### config.mk
export PLATFORM = sky130hd
export DESIGN_NAME = hb_period_meter
export DESIGN_NICKNAME = d
export VERILOG_FILES = /design/src/rtl/hb_period_meter.sv
export SDC_FILE = /design/constraint.sdc
export NUM_CORES = 1
export LEC_CHECK = 0
export BUFFER_PORTS_ARGS = -buffer_cell sky130_fd_sc_hd__buf_2
export CAP_MARGIN = 5
export CELL_PAD_IN_SITES_DETAIL_PLACEMENT = 0
export CELL_PAD_IN_SITES_GLOBAL_PLACEMENT = 1
export CORE_ASPECT_RATIO = 1.75
export CORE_MARGIN = 8
export CORE_UTILIZATION = 36
export CTS_CLUSTER_SIZE = 28
export DETAILED_ROUTE_END_ITERATION = 7
export PLACE_DENSITY_LB_ADDON = 0.1
export SYNTH_ARGS = -nofsm -noshare
export SYNTH_HDL_FRONTEND = slang
export SYNTH_SLANG_ARGS = --single-unit
### constraint.sdc
create_clock -name clk -period 3.1 [get_ports clk]
set_clock_uncertainty 0.05 [all_clocks]
set_input_delay 0.155 -clock clk [delete_from_list [all_inputs] [get_ports clk]]
set_output_delay 0.155 -clock clk [all_outputs]
set_load 0.1 [all_outputs]
### src/rtl/hb_period_meter.sv
// Heartbeat period meter: times the interval between hb_in pulses, averages a window of
// 2^AVG_LOG2 intervals, hands the QF average period to the reciprocal unit and publishes
// the resulting rate with a one-cycle valid strobe.
module hb_period_meter #(
  parameter int unsigned W        = 32,
  parameter int unsigned F        = 16,
  parameter int unsigned AVG_LOG2 = 2
) (
  input  logic         clk,
  input  logic         rst,
  input  logic         enable,
  input  logic         hb_in,
  output logic         recip_start,
  output logic [W-1:0] recip_x,
  input  logic         recip_done,
  input  logic [W-1:0] recip_inv,
  input  logic         recip_invalid,
  output logic [W-1:0] rate_out,
  output logic         rate_valid,
  output logic         rate_err,
  output logic         busy,
  output logic         overrun
);

  // Counter width chosen so its all-ones value is the largest positive integer period in QF.
  localparam int unsigned CW = W - 1 - F;
  localparam int unsigned SW = W + AVG_LOG2;
  localparam int unsigned NW = (AVG_LOG2 > 0) ? AVG_LOG2 : 1;
  localparam logic [CW-1:0] PMAX  = {CW{1'b1}};
  localparam logic [NW-1:0] NLAST = NW'((1 << AVG_LOG2) - 1);

  localparam logic [1:0] S_IDLE = 2'd0;
  localparam logic [1:0] S_REQ  = 2'd1;
  localparam logic [1:0] S_WAIT = 2'd2;
  localparam logic [1:0] S_OUT  = 2'd3;

  logic [CW-1:0] cnt_q;
  logic          armed_q;
  logic [SW-1:0] sum_q;
  logic [NW-1:0] nsmp_q;
  logic          wsat_q;
  logic          win_done_q;
  logic [W-1:0]  win_x_q;
  logic          win_sat_q;

  logic [1:0]    state_q;
  logic [W-1:0]  recip_x_q;
  logic          err_sat_q;
  logic [W-1:0]  inv_q;
  logic          invalid_q;
  logic          drop_q;
  logic [W-1:0]  rate_out_q;
  logic          rate_valid_q;
  logic          rate_err_q;
  logic          overrun_q;

  logic          sample_take;
  logic          sample_sat;
  logic          win_last;
  logic [SW-1:0] sum_nxt;
  logic [SW-1:0] avg;
  logic [W-1:0]  win_x_nxt;

  // Sample and window arithmetic; the average never exceeds PMAX so the shift cannot overflow.
  always_comb begin
    sample_take = enable & hb_in & armed_q;
    sample_sat  = (cnt_q == PMAX);
    win_last    = (nsmp_q == NLAST);
    sum_nxt     = sum_q + SW'(cnt_q);
    avg         = sum_nxt >> AVG_LOG2;
    win_x_nxt   = W'(avg << F);
  end

  // Period counter and arming: the first pulse after enable only arms the meter.
  always_ff @(posedge clk) begin
    if (rst || !enable) begin
      cnt_q   <= '0;
      armed_q <= 1'b0;
    end else if (hb_in) begin
      cnt_q   <= CW'(1);
      armed_q <= 1'b1;
    end else if (cnt_q != PMAX) begin
      cnt_q <= cnt_q + CW'(1);
    end
  end

  // Window accumulator; win_done_q pulses for one cycle after the window's last sample.
  always_ff @(posedge clk) begin
    if (rst || !enable) begin
      sum_q      <= '0;
      nsmp_q     <= '0;
      wsat_q     <= 1'b0;
      win_done_q <= 1'b0;
      win_x_q    <= '0;
      win_sat_q  <= 1'b0;
    end else begin
      win_done_q <= 1'b0;
      if (sample_take) begin
        if (win_last) begin
          win_done_q <= 1'b1;
          win_x_q    <= win_x_nxt;
          win_sat_q  <= wsat_q | sample_sat;
          sum_q      <= '0;
          nsmp_q     <= '0;
          wsat_q     <= 1'b0;
        end else begin
          sum_q  <= sum_nxt;
          nsmp_q <= nsmp_q + NW'(1);
          wsat_q <= wsat_q | sample_sat;
        end
      end
    end
  end

  // Reciprocal handshake sequencer and published outputs. An in-flight request always
  // completes; if enable dropped meanwhile its result is discarded via drop_q.
  always_ff @(posedge clk) begin
    if (rst) begin
      state_q      <= S_IDLE;
      recip_x_q    <= '0;
      err_sat_q    <= 1'b0;
      inv_q        <= '0;
      invalid_q    <= 1'b0;
      drop_q       <= 1'b0;
      rate_out_q   <= '0;
      rate_valid_q <= 1'b0;
      rate_err_q   <= 1'b0;
      overrun_q    <= 1'b0;
    end else begin
      rate_valid_q <= 1'b0;
      if (!enable) begin
        overrun_q <= 1'b0;
      end else if (win_done_q && (state_q != S_IDLE)) begin
        overrun_q <= 1'b1;
      end
      case (state_q)
        S_IDLE: begin
          if (win_done_q && enable) begin
            recip_x_q <= win_x_q;
            err_sat_q <= win_sat_q;
            drop_q    <= 1'b0;
            state_q   <= S_REQ;
          end
        end
        S_REQ: begin
          if (!enable) drop_q <= 1'b1;
          state_q <= S_WAIT;
        end
        S_WAIT: begin
          if (!enable) drop_q <= 1'b1;
          if (recip_done) begin
            inv_q     <= recip_inv;
            invalid_q <= recip_invalid;
            state_q   <= S_OUT;
          end
        end
        S_OUT: begin
          if (!drop_q) begin
            rate_out_q   <= inv_q;
            rate_err_q   <= invalid_q | err_sat_q;
            rate_valid_q <= 1'b1;
          end
          drop_q  <= 1'b0;
          state_q <= S_IDLE;
        end
        default: state_q <= S_IDLE;
      endcase
    end
  end

  // Output mapping.
  always_comb begin
    recip_start = (state_q == S_REQ);
    recip_x     = recip_x_q;
    rate_out    = rate_out_q;
    rate_valid  = rate_valid_q;
    rate_err    = rate_err_q;
    busy        = (state_q != S_IDLE);
    overrun     = overrun_q;
  end

endmodule

==> results of run 1 <==
-- flip-flops by register name (all words and copies together), names as in the netlist --
signal      cells
armed_q         1
cnt_q          15
drop_q          1
err_sat_q       1
inv_q          32
invalid_q       1
nsmp_q          2
overrun         1
rate_err        1
rate_out       32
rate_valid      1
recip_x        16
state_q         2
sum_q          18
win_done_q      1
win_sat_q       1
win_x_q        16
wsat_q          1
-- placed cells by master (no fill, tap or decap), types with 5 or more instances in the layout --
cell             n
a21oi_1        102
a22o_1          23
a22oi_1          6
buf_2           90
buf_4           11
clkbuf_16       17
conb_1          16
dfxtp_1        143
dlygate4sd3_1   34
ha_1            21
inv_1            6
inv_6            5
nand2_1        181
nand2b_1         5
nand3_1          9
nand4_1          6
nor2_1          48
nor3_1           9
o21ai_0          9
xnor2_1         17
xor2_1           9
-- timing repair --
| item | 4_1_cts | 5_1_grt |
|---|---|---|
| hold endpoints to repair | 34 | 0 |
| gates resized for setup | 0 | 0 |
| hold buffers | 34 | 0 |
-- cell families (layout without fill, tap and decap cells) --
| family | after synthesis | after routing | share of synthesized area (%) |
|---|---|---|---|
| AOI/OAI and AO/OA | 162 | 162 | 16.70 |
| muxes | 4 | 4 | 0.6835 |
| adders and majority gates | 22 | 22 | 4.827 |
| xor gates and xnor gates | 26 | 26 | 3.887 |
| DFF | 143 | 143 | 48.87 |
| other | 1 | 16 | 0.06401 |
| and+or+nand+nor | 279 | 279 | 19.95 |
| buffers and inverters | 62 | 173 | 5.019 |
-- per-layer routing --
layer  vias up  part of all wire, %  GRT usage [%]
met5         -                    0              0
met1      2261                   42          16.07
met3        21                  3.7          3.866
met2        92                   53          28.25
met4         0                  2.2          6.080
li1       2557                    -              -
-- path summary, 6_finish.rpt --
path | slack, ps | startpoint | end
max | 190 | cnt_q[0]$_SDFFE_PP0P_ | sum_q[14]$_SDFFE_PP0P_
min | 40 | hb_in | armed_q$_SDFFE_PP0P_
max reg2reg | 190 | cnt_q[0]$_SDFFE_PP0P_ | sum_q[14]$_SDFFE_PP0P_
min reg2reg | 390 | win_sat_q$_SDFFE_PP0P_ | win_sat_q$_SDFFE_PP0P_
-- power breakdown --
part           leakage [nW]  internal (mW)  switching, mW
Combinational          1.50         0.0784          0.237
Clock                 0.288           1.28          0.825
Sequential             1.15           1.85         0.0104
-- cell type report --
| cell class | instances | area share, % |
|---|---|---|
| repair buffers | 135 | 11.86 |
| clock inverters | 14 | 2.430 |
| flip-flops and latches | 143 | 38.88 |
| multi-input cells | 509 | 37.49 |
| clock buffers | 18 | 5.828 |
| well taps | 189 | 3.212 |
| inverters | 6 | 0.3059 |
-- worst min-delay path, delay by kind of cell --
kind                   cells  cell delay [ps]
and+or+nand+nor            2              140
buffers and inverters      1              160
==> flow_summary.ini, run 1 <==
[sta]
setup_tns_ps = 0
setup_viol = 0
post-route-min-period_ps = 2910
post-route-period-util_pct = 93.87
layout_setup_ws_ps = 190.0
worst_slew_pin_slew_ps = 897.7
rsz0062_at_grt = no
finalMaxSlewViolations = 0
maxSlewHeadroom_pct = 40.15
hold_viol = 0
holdWs_ps = 43.88
fmax_mhz = 343.6

[synth]
synthDominantCellAreaShare_pct = 48.87
ys_seq_area_share_pct = 48.87
postSynthCellCount = 699
yosysTopAreaCell = dfxtp_1
ys_ff_latch = 143
synthMostInstantiatedCell = nand2_1
synth_common_cells = nand2_1, dfxtp_1, a21oi_1
synth.distinct_cells = 48
synth_area_um2 = 5858
syn_avg_cell_area_um2 = 8.381
synth_edf_count = 0
async_flop_share_pct = 0
synth_ff_type = dfxtp_1
synthTopCellsByArea = dfxtp_1, nand2_1, a21oi_1
ys_warn_count = 0

[min_path]
whs_path_depth = 3
hp-class = input pin to flop

[routing]
drtAntennaViolNets = 0
drt_iter0_markers = 217
drt_wl_total_mm = 15.29
wire_per_inst_um = 15.08
dr_total_vias = 4931
drc = 0
vias_per_cell = 4.863
first_pass_iters = 4

[setup_path]
path_cells = ha_1 -> fa_1 -> a21o_1 -> a221oi_1 -> o21ai_1 -> a21boi_0 -> o21ai_0 -> xor2_1 -> a22o_1
max_stage_delay_ps = 440
crit_cells = 9
crit_family = compound AO/OA/AOI/OAI gates
path_class = flop to flop
path_buf_inv = 0
slowest_stage = a221oi_1
crit_arrival_ps = 3160
reg2reg_depth = 9
path_max_fanout = 4
cp-end-kind = flop
crit_path_start_kind = flop
cp.required_ps = 3350

[floorplanning]
die_height_um = 184.8
start_util_pct = 36.72
rows = 61
coreArea_um2 = 15950
num_io_pins = 107
die_w_um = 112.4
dieArea_um2 = 20770

[cts]
cts_buffer_depth = 2
clock-sinks = 143
postCtsSetupBuffers = 0
clk_latency_ps = 410
cts_max_level = 4
cts_tree = done
clkTransAtPathRegs_ps = 60
clock-root-buffer = clkbuf_16
numCtsBuffers = 17

[global_routing]
grt_pass1_wl_mm = 25.47
antenna_found_initial = 0
grt_util_all_layers_pct = 15.25
grt_max_degree = 88
grt_pass1_vias = 5050
grt.overflow.total = 0

[layout]
stdcell_count = 1014
num_antenna_cells = 0
nFillCells = 1564
multiInputGateArea_um2 = 2760
final_nets = 872
utilization_pct = 46.16
stdcell_area_um2 = 7363
layout-drive-gt1-share_pct = 16.97
regArea_um2 = 2863
synthToLayoutAreaGrowth_pct = 25.69

[power]
power_leakage_nw = 2.936
p_total_mw = 4.280
vdd_ir_drop_max_mv = 0.3249
powerDensity_nw_per_um2 = 581.3

[placement]
finalWeightedCongestion = 0.8017
hpwlAfterDp_mm = 10.95
post_dp_cell_area_um2 = 6415
post-place-ws_ps = 201.7
dp_cells = 948
io_buffers = 90

[job]
maxCapViolCount = 0

[run_status]
status = completed
No activity file was read; power rests on OpenSTA's default activity.
==> run 2: changes to the inputs <==
Settings changed: PLACE_DENSITY set to 0.75, PLACE_DENSITY_LB_ADDON 0.1 to unset.
==> run 2 against run 1 <==
Effect of this change: sequential power hardly changed; register-to-register slack better by 60 ps; sequential cell count stayed put; final area is 0.42% lower; power is 2.5% lower; clock power is 5% lower; non-clock buffer count is 1 lower; critical endpoint is now win_x_q[30]$_SDFFE_PP0P_; highest routed layer unchanged.
==> flow_summary.ini, run 2 (synthesis gave the netlist of run 1 again) <==
[run_status]
status = completed

[floorplanning]
die_height_um = 184.8
die_w_um = 112.4
num_io_pins = 107
rows = 61
start_util_pct = 36.72
coreArea_um2 = 15950
dieArea_um2 = 20770

[cts]
cts_buffer_depth = 2
clock-sinks = 143
clk_latency_ps = 410
cts_tree = done
cts_max_level = 4
postCtsSetupBuffers = 0
numCtsBuffers = 17
clock-root-buffer = clkbuf_16
clkTransAtPathRegs_ps = 60

[sta]
layout_setup_ws_ps = 249.2
worst_slew_pin_slew_ps = 1055
post-route-min-period_ps = 2851
fmax_mhz = 350.8
maxSlewHeadroom_pct = 29.11
post-route-period-util_pct = 91.96
setup_tns_ps = 0
finalMaxSlewViolations = 0
rsz0062_at_grt = no
setup_viol = 0
hold_viol = 0
holdWs_ps = 48.20

[placement]
finalWeightedCongestion = 0.8371
post-place-ws_ps = 218.1
hpwlAfterDp_mm = 10.83
post_dp_cell_area_um2 = 6415
io_buffers = 90
dp_cells = 948

[layout]
final_cell_mix = nand2_1, dfxtp_1, a21oi_1
final_nets = 871
stdcell_count = 1013
layout-drive-gt1-share_pct = 17.11
regArea_um2 = 2863
synthToLayoutAreaGrowth_pct = 25.16
utilization_pct = 45.96
stdcell_area_um2 = 7332
final_common_cell = nand2_1
nFillCells = 1590
multiInputGateArea_um2 = 2760
num_antenna_cells = 0

[global_routing]
grt.overflow.total = 0
grt_pass1_wl_mm = 24.71
antenna_found_initial = 0
grt_util_all_layers_pct = 14.65
grt_max_degree = 89
grt_pass1_vias = 5149

[power]
p_total_mw = 4.175
vdd_ir_drop_max_mv = 0.3699
power_leakage_nw = 2.923
powerDensity_nw_per_um2 = 569.4

[setup_path]
path_class = flop to flop
cp-end-kind = flop
crit_arrival_ps = 3110
cp.required_ps = 3360
crit_path_start_kind = flop
reg2reg_depth = 9
path_max_fanout = 4

[routing]
dr_total_vias = 5074
drtAntennaViolNets = 0
drt_iter0_markers = 195
drc = 0
wire_per_inst_um = 14.81
drt_wl_total_mm = 15.01
vias_per_cell = 5.009
first_pass_iters = 4

[job]
maxCapViolCount = 0

[min_path]
hp-class = input pin to flop
whs_path_depth = 3
[run 2: cell count changes in the layout (fill, tap and decap cells not counted), sizes merged]
cell | before | now
bufinv | 3 | 1
inv | 11 | 13
dlygate4sd3 | 34 | 33
[run 2: worst max-delay path: stages, from the launching register on]
cell and delay (ps):
dfxtp_1 350, ha_1 240, fa_1 410, a21o_1 220
a221oi_1 410, o21ai_1 230, a41oi_1 350, o21ai_1 150
xnor2_1 140, a22o_1 190
[run 2: layout make-up]
| cell class | instances | area share (%) |
|---|---|---|
| Clock buffer | 18 | 5.990 |
| Clock inverter | 14 | 2.014 |
| Inverter | 6 | 0.3072 |
| Multi-Input combinational cell | 509 | 37.65 |
| Sequential cell | 143 | 39.04 |
| Tap cell | 189 | 3.225 |
| Timing Repair Buffer | 134 | 11.77 |
[run 2: routing by layer]
metal  vias to the layer above  GRT usage [%]  part of all wire (%)  wire length [um]
met5                         -              0                     0                 0
met1                      2400          14.45                    40              5971
met2                       100          28.23                    54              8153
met3                        22          3.834                   4.1               620
li1                       2552              -                     -                 -
met4                         0          5.917                   1.7               261
[run 2: worst paths after layout]
path | start | end | slack [ps]
setup / recovery | cnt_q[0]$_SDFFE_PP0P_ | win_x_q[30]$_SDFFE_PP0P_ | 250
hold / removal | hb_in | armed_q$_SDFFE_PP0P_ | 50
setup reg to reg | cnt_q[0]$_SDFFE_PP0P_ | win_x_q[30]$_SDFFE_PP0P_ | 250
hold reg to reg | win_sat_q$_SDFFE_PP0P_ | win_sat_q$_SDFFE_PP0P_ | 400
[run 2: power by group]
group,leakage [nW],internal [mW],switching [mW],total (mW)
sequential,1.15,1.85,0.00974,1.86
combinational,1.49,0.0779,0.237,0.315
clock,0.280,1.15,0.847,2.00
total,2.92,3.08,1.09,4.17
[run 2: what timing repair did]
item,4_1_cts,5_1_grt
endpoints found under the hold margin,33,0
gates resized for setup,0,0
hold buffers,33,0
